`src/rtl/multi_cycle_core.sv`:
```
// Multi-cycle RV32I-subset core (add/sub/and/or/slt, addi/andi/ori/slti, lw, sw, beq, bne, jal)
// sharing one memory port. Illegal opcodes and misaligned targets or addresses halt the core in TRAP.
module multi_cycle_core #(
  parameter logic [31:0] RESET_PC = 32'h0000_0000,
  parameter int unsigned ADDR_W   = 32
) (
  input  logic              clk,
  input  logic              rst,
  output logic              mem_req,
  output logic              mem_we,
  output logic [ADDR_W-1:0] mem_addr,
  output logic [31:0]       mem_wdata,
  input  logic [31:0]       mem_rdata,
  input  logic              mem_ready,
  output logic              halted,
  output logic [31:0]       instret
);

  typedef enum logic [2:0] {S_FETCH, S_DECODE, S_EXEC, S_MEM, S_WB, S_TRAP} state_t;

  localparam logic [6:0] OP_R   = 7'b0110011;
  localparam logic [6:0] OP_I   = 7'b0010011;
  localparam logic [6:0] OP_LW  = 7'b0000011;
  localparam logic [6:0] OP_SW  = 7'b0100011;
  localparam logic [6:0] OP_BR  = 7'b1100011;
  localparam logic [6:0] OP_JAL = 7'b1101111;

  state_t      state_q, state_d;
  logic [31:0] pc_q, pc_d, ir_q, ir_d, a_q, a_d, b_q, b_d, imm_q, imm_d;
  logic [31:0] alu_q, alu_d, mdr_q, mdr_d, instret_q, instret_d;
  logic [31:0] x_q [32];
  logic        rf_we;
  logic [31:0] rf_wdata;

  logic [6:0] opcode, funct7;
  logic [4:0] rd, rs1, rs2;
  logic [2:0] funct3;

  assign opcode = ir_q[6:0];
  assign rd     = ir_q[11:7];
  assign funct3 = ir_q[14:12];
  assign rs1    = ir_q[19:15];
  assign rs2    = ir_q[24:20];
  assign funct7 = ir_q[31:25];

  logic alu_f3_ok, is_r, is_i, is_lw, is_sw, is_br, is_jal, legal;

  always_comb begin
    alu_f3_ok = (funct3 == 3'b000) || (funct3 == 3'b111) ||
                (funct3 == 3'b110) || (funct3 == 3'b010);
    is_r   = (opcode == OP_R) &&
             (((funct7 == 7'b0000000) && alu_f3_ok) ||
              ((funct7 == 7'b0100000) && (funct3 == 3'b000)));
    is_i   = (opcode == OP_I) && alu_f3_ok;
    is_lw  = (opcode == OP_LW) && (funct3 == 3'b010);
    is_sw  = (opcode == OP_SW) && (funct3 == 3'b010);
    is_br  = (opcode == OP_BR) && ((funct3 == 3'b000) || (funct3 == 3'b001));
    is_jal = (opcode == OP_JAL);
    legal  = is_r || is_i || is_lw || is_sw || is_br || is_jal;
  end

  logic [31:0] imm_i, imm_s, imm_b, imm_j, alu_b, alu_res;
  logic [31:0] pc_plus4, eff_addr, br_target, jal_target;
  logic        br_taken;

  always_comb begin
    imm_i = {{20{ir_q[31]}}, ir_q[31:20]};
    imm_s = {{20{ir_q[31]}}, ir_q[31:25], ir_q[11:7]};
    imm_b = {{19{ir_q[31]}}, ir_q[31], ir_q[7], ir_q[30:25], ir_q[11:8], 1'b0};
    imm_j = {{11{ir_q[31]}}, ir_q[31], ir_q[19:12], ir_q[20], ir_q[30:21], 1'b0};

    alu_b   = is_r ? b_q : imm_q;
    alu_res = a_q + alu_b;
    case (funct3)
      3'b111:  alu_res = a_q & alu_b;
      3'b110:  alu_res = a_q | alu_b;
      3'b010:  alu_res = {31'b0, $signed(a_q) < $signed(alu_b)};
      default: alu_res = (is_r && funct7[5]) ? (a_q - alu_b) : (a_q + alu_b);
    endcase

    pc_plus4   = pc_q + 32'd4;
    eff_addr   = a_q + imm_q;
    br_taken   = (a_q == b_q) ^ funct3[0];
    br_target  = br_taken ? (pc_q + imm_q) : pc_plus4;
    jal_target = pc_q + imm_q;
  end

  always_comb begin
    state_d   = state_q;
    pc_d      = pc_q;
    ir_d      = ir_q;
    a_d       = a_q;
    b_d       = b_q;
    imm_d     = imm_q;
    alu_d     = alu_q;
    mdr_d     = mdr_q;
    instret_d = instret_q;
    rf_we     = 1'b0;
    rf_wdata  = '0;
    mem_req   = 1'b0;
    mem_we    = 1'b0;
    mem_addr  = '0;
    mem_wdata = '0;

    case (state_q)
      S_FETCH: begin
        // gated by rst so the request drops the instant reset asserts
        mem_req  = rst;
        mem_addr = pc_q[ADDR_W-1:0];
        if (mem_ready) begin
          ir_d    = mem_rdata;
          state_d = S_DECODE;
        end
      end
      S_DECODE: begin
        a_d = (rs1 == 5'd0) ? '0 : x_q[rs1];
        b_d = (rs2 == 5'd0) ? '0 : x_q[rs2];
        if (is_sw)       imm_d = imm_s;
        else if (is_br)  imm_d = imm_b;
        else if (is_jal) imm_d = imm_j;
        else             imm_d = imm_i;
        state_d = legal ? S_EXEC : S_TRAP;
      end
      S_EXEC: begin
        if (is_r || is_i) begin
          alu_d   = alu_res;
          state_d = S_WB;
        end else if (is_lw || is_sw) begin
          alu_d   = eff_addr;
          state_d = (eff_addr[1:0] != 2'b00) ? S_TRAP : S_MEM;
        end else if (is_br) begin
          if (br_target[1:0] != 2'b00) begin
            state_d = S_TRAP;
          end else begin
            pc_d      = br_target;
            instret_d = instret_q + 32'd1;
            state_d   = S_FETCH;
          end
        end else if (jal_target[1:0] != 2'b00) begin
          state_d = S_TRAP;
        end else begin
          alu_d   = pc_plus4;
          pc_d    = jal_target;
          state_d = S_WB;
        end
      end
      S_MEM: begin
        mem_req   = rst;
        mem_we    = is_sw;
        mem_addr  = alu_q[ADDR_W-1:0];
        mem_wdata = b_q;
        if (mem_ready) begin
          if (is_sw) begin
            pc_d      = pc_plus4;
            instret_d = instret_q + 32'd1;
            state_d   = S_FETCH;
          end else begin
            mdr_d   = mem_rdata;
            state_d = S_WB;
          end
        end
      end
      S_WB: begin
        rf_we     = (rd != 5'd0);
        rf_wdata  = is_lw ? mdr_q : alu_q;
        pc_d      = is_jal ? pc_q : pc_plus4;
        instret_d = instret_q + 32'd1;
        state_d   = S_FETCH;
      end
      default: state_d = S_TRAP;
    endcase
  end

  always_ff @(posedge clk or negedge rst) begin
    if (!rst) begin
      state_q   <= S_FETCH;
      pc_q      <= RESET_PC;
      ir_q      <= '0;
      a_q       <= '0;
      b_q       <= '0;
      imm_q     <= '0;
      alu_q     <= '0;
      mdr_q     <= '0;
      instret_q <= '0;
    end else begin
      state_q   <= state_d;
      pc_q      <= pc_d;
      ir_q      <= ir_d;
      a_q       <= a_d;
      b_q       <= b_d;
      imm_q     <= imm_d;
      alu_q     <= alu_d;
      mdr_q     <= mdr_d;
      instret_q <= instret_d;
    end
  end

  // x0 is never written, so it reads back zero from reset onward
  always_ff @(posedge clk or negedge rst) begin
    if (!rst) begin
      for (int i = 0; i < 32; i++) x_q[i] <= '0;
    end else if (rf_we) begin
      x_q[rd] <= rf_wdata;
    end
  end

  assign halted  = (state_q == S_TRAP);
  assign instret = instret_q;

endmodule

```
`config.mk`:
```
export PLATFORM = sky130hd
export DESIGN_NAME = multi_cycle_core
export DESIGN_NICKNAME = d
export VERILOG_FILES = /design/src/rtl/multi_cycle_core.sv
export SDC_FILE = /design/constraint.sdc
export NUM_CORES = 2
export LEC_CHECK = 0
export ABC_AREA = 1
export BUFFER_PORTS_ARGS = -buffer_cell sky130_fd_sc_hd__clkbuf_2
export CORE_ASPECT_RATIO = 1.4
export CORE_MARGIN = 2
export CORE_UTILIZATION = 55
export CTS_CLUSTER_SIZE = 10
export DETAILED_ROUTE_END_ITERATION = 10
export HOLD_SLACK_MARGIN = 0.03
export PLACE_DENSITY = 0.76
export SLEW_MARGIN = 20
export SYNTH_ARGS = -nofsm -noshare
export SYNTH_HDL_FRONTEND = slang
export SYNTH_SLANG_ARGS = --single-unit
```
`constraint.sdc`:
```
create_clock -name clk -period 5.3 [get_ports clk]
set_input_delay 0.265 -clock clk [delete_from_list [all_inputs] [get_ports clk]]
set_output_delay 0.265 -clock clk [all_outputs]
set_load 0.05 [all_outputs]
```
# Yosys cells after proc, flatten, opt, wreduce, memory -nomap -nowiden
# Cells that the tools add are included.
# Widths: inputs -> output; s select.
dict set report totals {
  wordCells 181
  ff_bits 1272
  out_inout_bits 99
  inputBits 35
}
dict set report classes {
  bitwise 7
  n_mux 56
  addsub 6
  n_eq_ne 29
  n_lt_le_gt_ge 5
  n_reduce_logical 37
}
# op count
set ops {}
lappend ops {{$bwmux 1024} 1}
lappend ops {{$mux 32} 31}
lappend ops {{$bmux 32 s5} 2}
lappend ops {{$pmux 32 s3} 3}
lappend ops {{$demux 32 s5} 1}
lappend ops {{$add 32x32->32} 3}
lappend ops {{$pmux 32 s2} 1}
lappend ops {{$mux 20} 3}
lappend ops {{$add 32x1->32 const B} 1}
lappend ops {{$add 32x3->32 const B} 1}
lappend ops {{$and 32x32->32} 1}
lappend ops {{$eq 32x32->1} 1}
lappend ops {{$lt 32x32->1} 1}
lappend ops {{$or 32x32->32} 1}
lappend ops {{$sub 32x32->32} 1}
lappend ops {{$mux 3} 9}
lappend ops {{$eq 7x6->1 const B} 3}
lappend ops {{$ge 6x6->1 const B} 3}
lappend ops {{$not 5->6} 3}
lappend ops {{$ne 2x2->1 const B} 8}
lappend ops {{$pmux 3 s5} 1}
lappend ops {{$eq 7x7->1 const B} 2}
lappend ops {{$eq 3x3->1 const B} 4}
lappend ops {{$logic_or 1x1->1} 11}
lappend ops {{22 further kinds} 44}

# Depth between registers and ports, before layout
dict set report depth {
  depth_word 14
  ltp_mapped 28
}

# Worst setup path before layout
# Ideal clock, no wire load.
dict set report synth_path {
  kind {reg-to-reg}
  start {register ir_q[13]}
  end {register alu_q[29]}
  period_less_slack_ns 3.273
  arrival_time_ns 3.160
  setup_time_ns 0.113
  stages_incl_launch_ff 28
  t_required_ns 5.187
  slack_ns 2.027
  n_path_buf 2
  path_cell_list {dfrtp_1 nand2_2 inv_2 a21oi_2 nor2_1 nand3_1 inv_1 clkbuf_1 nor2_1 a21oi_1 inv_1 ha_1 clkbuf_1 nand2_1 nor2_1 inv_1 nor3_1 nand4_1 nand3_1 nand2_1 nand2_1 nand2_1 nand2_1 nand3_1 nand2_1 nand3_1 nand2_1 inv_1}
}
dict set report synth_between {
  elab_chain_cells 12
  elab_cells_between_ends 32
  classes_between {2 x add/sub; 6 x eq/ne; 5 x mux; 2 x bitwise; 17 x reduce/logical}
}
# element line
set synth_lines {}
lappend synth_lines {{start: declaration} 29} ;# logic [31:0] pc_q, pc_d, ir_q, ir_d, a_q, a_d, b_q, b_d, imm_q, imm_d;
lappend synth_lines {{start signal: assignment} 188} ;# ir_q <= ir_d;
lappend synth_lines {{$eq 3x3->1 / $logic_not 3->1 (equally long branches)} --}
lappend synth_lines {{$logic_or 1x1->1 (2 in series)} 49} ;# alu_f3_ok = (funct3 == 3'b000) || (funct3 == 3'b111) ||
lappend synth_lines {{$logic_or 1x1->1} 50} ;# (funct3 == 3'b110) || (funct3 == 3'b010);
lappend synth_lines {{$logic_and 1x1->1} 52} ;# (((funct7 == 7'b0000000) && alu_f3_ok) ||
lappend synth_lines {{$logic_or 1x1->1} 52}
lappend synth_lines {{$logic_and 1x1->1} 51} ;# is_r = (opcode == OP_R) &&
lappend synth_lines {{$mux 32} 72} ;# alu_b = is_r ? b_q : imm_q;
lappend synth_lines {{$add 32x32->32 / $sub 32x32->32 (equally long branches)} 78} ;# default: alu_res = (is_r && funct7[5]) ? (a_q - alu_b) : (a_q + alu_b);
lappend synth_lines {{$mux 32} 78}
lappend synth_lines {{$pmux 32 s3} 74} ;# case (funct3)
lappend synth_lines {{$mux 32} 125} ;# if (is_r || is_i) begin
lappend synth_lines {{end signal: assignment} 192} ;# alu_q <= alu_d;
lappend synth_lines {{end: declaration} 30} ;# logic [31:0] alu_q, alu_d, mdr_q, mdr_d, instret_q, instret_d;
# Parallel ways exist; a longest one is shown, timed or not.
# A chain may end at the register's enable or synchronous reset.

# Worst setup path after layout
# Ends and elaborated chain as after synthesis.

==> impl_metrics.yaml <==
status:
  status: "finished, final reports clean"
global_route:
  antenna_found_initial: 27
  busiest_layer: "met2"
  gr-total-overflow: 0
  grtUsageTotal_pct: 45.53
  grt_pass1_vias: 74340
  gr-usage-met3_pct: 11.31
  use_met2_pct: 68.92
  grt_pass1_wl_mm: 480.2
  met1_usage_pct: 54.36
  grt_max_degree: 245
floorplanning:
  std_cell_rows: 161
  fp.dieH_um: 444.0
  start_util_pct: 55.36
  die-area_mm2: 0.1413
  chipWidth_um: 318.3
  core_area_mm2: 0.1374
  io_pins: 134
synth:
  synth_top_family_by_area: "compound AO/OA/AOI/OAI gates"
  ys_async_sr_fraction_pct: 100.0
  syn-cell-area_mm2: 0.07606
  ys.flop_type: "dfrtp_1"
  muxShareOfSynthArea_pct: 0
  syn_inst: 10590
  synth_fp_nets: 10790
  synth_edf_count: 0
  avgSynthCellArea_um2: 7.183
  yosysTopAreaCell: "dfrtp_1"
  synth-simple-area-share_pct: 19.75
  yosysWarningCount: 0
  synth_cell_types: 58
  synth_top_area_share_pct: 41.85
  netlist_top_cells_area: "dfrtp_1 42%, o21ai_0 15%, nand2_1 11%"
  yosys.area_share.adder_pct: 2.737
  ys_ff_latch: 1272
  seq_area_frac_synth_pct: 41.85
  synth_xor_area_share_pct: 1.393
  synth_compound_area_share_pct: 25.82
power_and_ir_drop:
  ir_drop_uv: 496.5
  p_per_area_mw_per_mm2: 576.1
  p_leak_uw: 0.03538
detailed_routing:
  vias: 79020
  dr.pass1.iters: 9
  drc_errors: 0
  drt_iter0_drc: 11460
  detail_route.wl_per_cell_um: 27.19
  antenna_left: 0
  viasPerCell: 6.553
  finalWirelength_mm: 327.9
place:
  gp_congestion: 1.091
  post-dp-hpwl_mm: 212.1
  placed_cells: 11840
  port_buffers: 133
  place_ws_ns: 0.9591
critical_path:
  start_kind: "flip-flop"
  reg2reg_depth: 22
  worstReg2RegStart: "ir_q[13]"
  cp-end-kind: "flip-flop"
  reg2reg_to: "alu_q[29]"
  required_ns: 6.00
  criticalPathCategory: "reg2reg"
  ff2ff_setup_slack_ns: 0.79
  worstPathMaxFanout: 14
  worst_ep_arrival_time_ns: 5.21
finish:
  multi_input_area_mm2: 0.03832
  nFillCells: 12720
  final_cell_mix: "2,302 x o21ai_0, 2,250 x nand2_1, 1,262 x dfrtp_1"
  layout_commonest_cell: "o21ai_0"
  register_area_mm2: 0.03186
  final_cells: 12060
  area_delta_synth_final_pct: 8.046
  drive_gt1_share_pct: 5.871
  fin_nets: 10430
timing:
  finalSetupViolCount: 0
  finalSetupTns_ns: 0
  final.period_utilization_pct: 85.13
  slew_headroom_pct: 14.34
  clock_skew_ns: 0.03196
  slew_violations: 0
  fin_crit_ns: 4.512
  rsz0062_at_grt: "false"
  hold_viol_final: 0
  fmax_mhz: 221.6
  worst_pin_slew_ns: 1.285
  finalWorstSetupSlack_ns: 0.7880
clocking:
  clockBufferDepth: 3
  hold_buffers: 34
  cts_sinks: 1272
  cts_setup_buffers: 0
  cts-root-buf: "clkbuf_16"
  cts_tree: "built"
  clkTransAtPathRegs_ns: 0.06
  insertion_delay_ns: 0.81
  cts_made_buffers: 148
  htree_levels: 4
  cts.repair.resized: 0
job:
  cap_violations: 0
hold_path:
  hold_class: "in2async"
## stage by stage
stage,util [%],total power (uW),hold slack [ns],area [um2]
after floorplan,-,27710,-0.03059,76060
after global routing,59.80,49380,0.1613,82150
after global placement,56.59,36700,0.3221,77740
after detailed placement,56.62,37020,0.3229,77790
after CTS,59.77,46210,0.1187,82110
final,59.82,47340,0.08455,82180
## power breakdown
group	total [uW]	internal, uW	switching [uW]
Sequential	13300	11100	2230
Clock	9200	5150	4040
Combinational	24900	6790	18100
## sequential cells by signal (all words and copies together), names as in the netlist
name,count
imm_q,21
instret,32
a_q,32
mdr_q,32
state_q,3
b_q,32
x_q,1024
alu_q,32
pc_q,32
ir_q,32
## worst max-delay path, stage by stage (launching register included)
cell and delay, ns:
dfrtp_1 0.45, nand2_2 0.27, inv_2 0.08, a21oi_2 0.25, nor3_4 0.07, nand2_2 0.29, nand2_1 0.39, o21ai_0 0.31
inv_1 0.09, ha_1 0.44, nand2_1 0.20, nor3_1 0.31, nand4_1 0.15, nand3_1 0.29, nand2_1 0.10, nand2_1 0.10
nand2_1 0.06, nand2_1 0.05, nand3_1 0.15, nand2_1 0.14, nand3_1 0.08, nand2_1 0.08, inv_1 0.04
## logic make-up after synthesis
| logic type | Yosys count |
|---|---|
| xor+xnor | 121 |
| flops | 1272 |
| buf+inv | 1688 |
| fa+ha+maj | 164 |
| compound gates | 3661 |
| simple gates | 3683 |
## cell type report
cell class | instances | area share (%)
Timing Repair Buffer | 331 | 3.115
Clock buffer | 165 | 4.674
Tap cell | 1793 | 2.730
Inverter | 846 | 3.878
Multi-Input combinational cell | 7629 | 46.63
Clock inverter | 11 | 0.1675
Antenna cell | 12 | 0.03654
Sequential cell | 1272 | 38.77
## Yosys cell counts, types with 25 or more instances
| cell | instances |
|---|---|
| nand3_1 | 518 |
| inv_1 | 829 |
| o21ai_0 | 2334 |
| a21oi_1 | 772 |
| nand2_1 | 2273 |
| buf_1 | 70 |
| nand4_1 | 91 |
| ha_1 | 160 |
| o22ai_1 | 104 |
| nor4_1 | 25 |
| xnor2_1 | 43 |
| buf_2 | 40 |
| nor2_1 | 666 |
| o211ai_1 | 286 |
| clkbuf_1 | 723 |
| dfrtp_1 | 1272 |
| xor2_1 | 78 |
| o221ai_1 | 56 |
| nor3_1 | 63 |
## worst max-delay path by stage
| stage | from | endpoint | slack, ns |
|---|---|---|---|
| finish | ir_q[13] | alu_q[29] | 0.79 |
| global route | ir_q[14] | alu_q[29] | 0.54 |
| CTS | ir_q[13] | alu_q[29] | 0.95 |
| detailed placement | ir_q[13] | alu_q[29] | 0.96 |
| global placement | ir_q[13] | alu_q[29] | 1.00 |
| floorplan | ir_q[13] | alu_q[29] | 2.03 |
## layer usage
metal,wire length [um],share of wire (%)
met1,114500,35
met3,37570,11
met4,33010,10
met2,142600,44
met5,160,0.049
(Power assumes the default switching activity.)
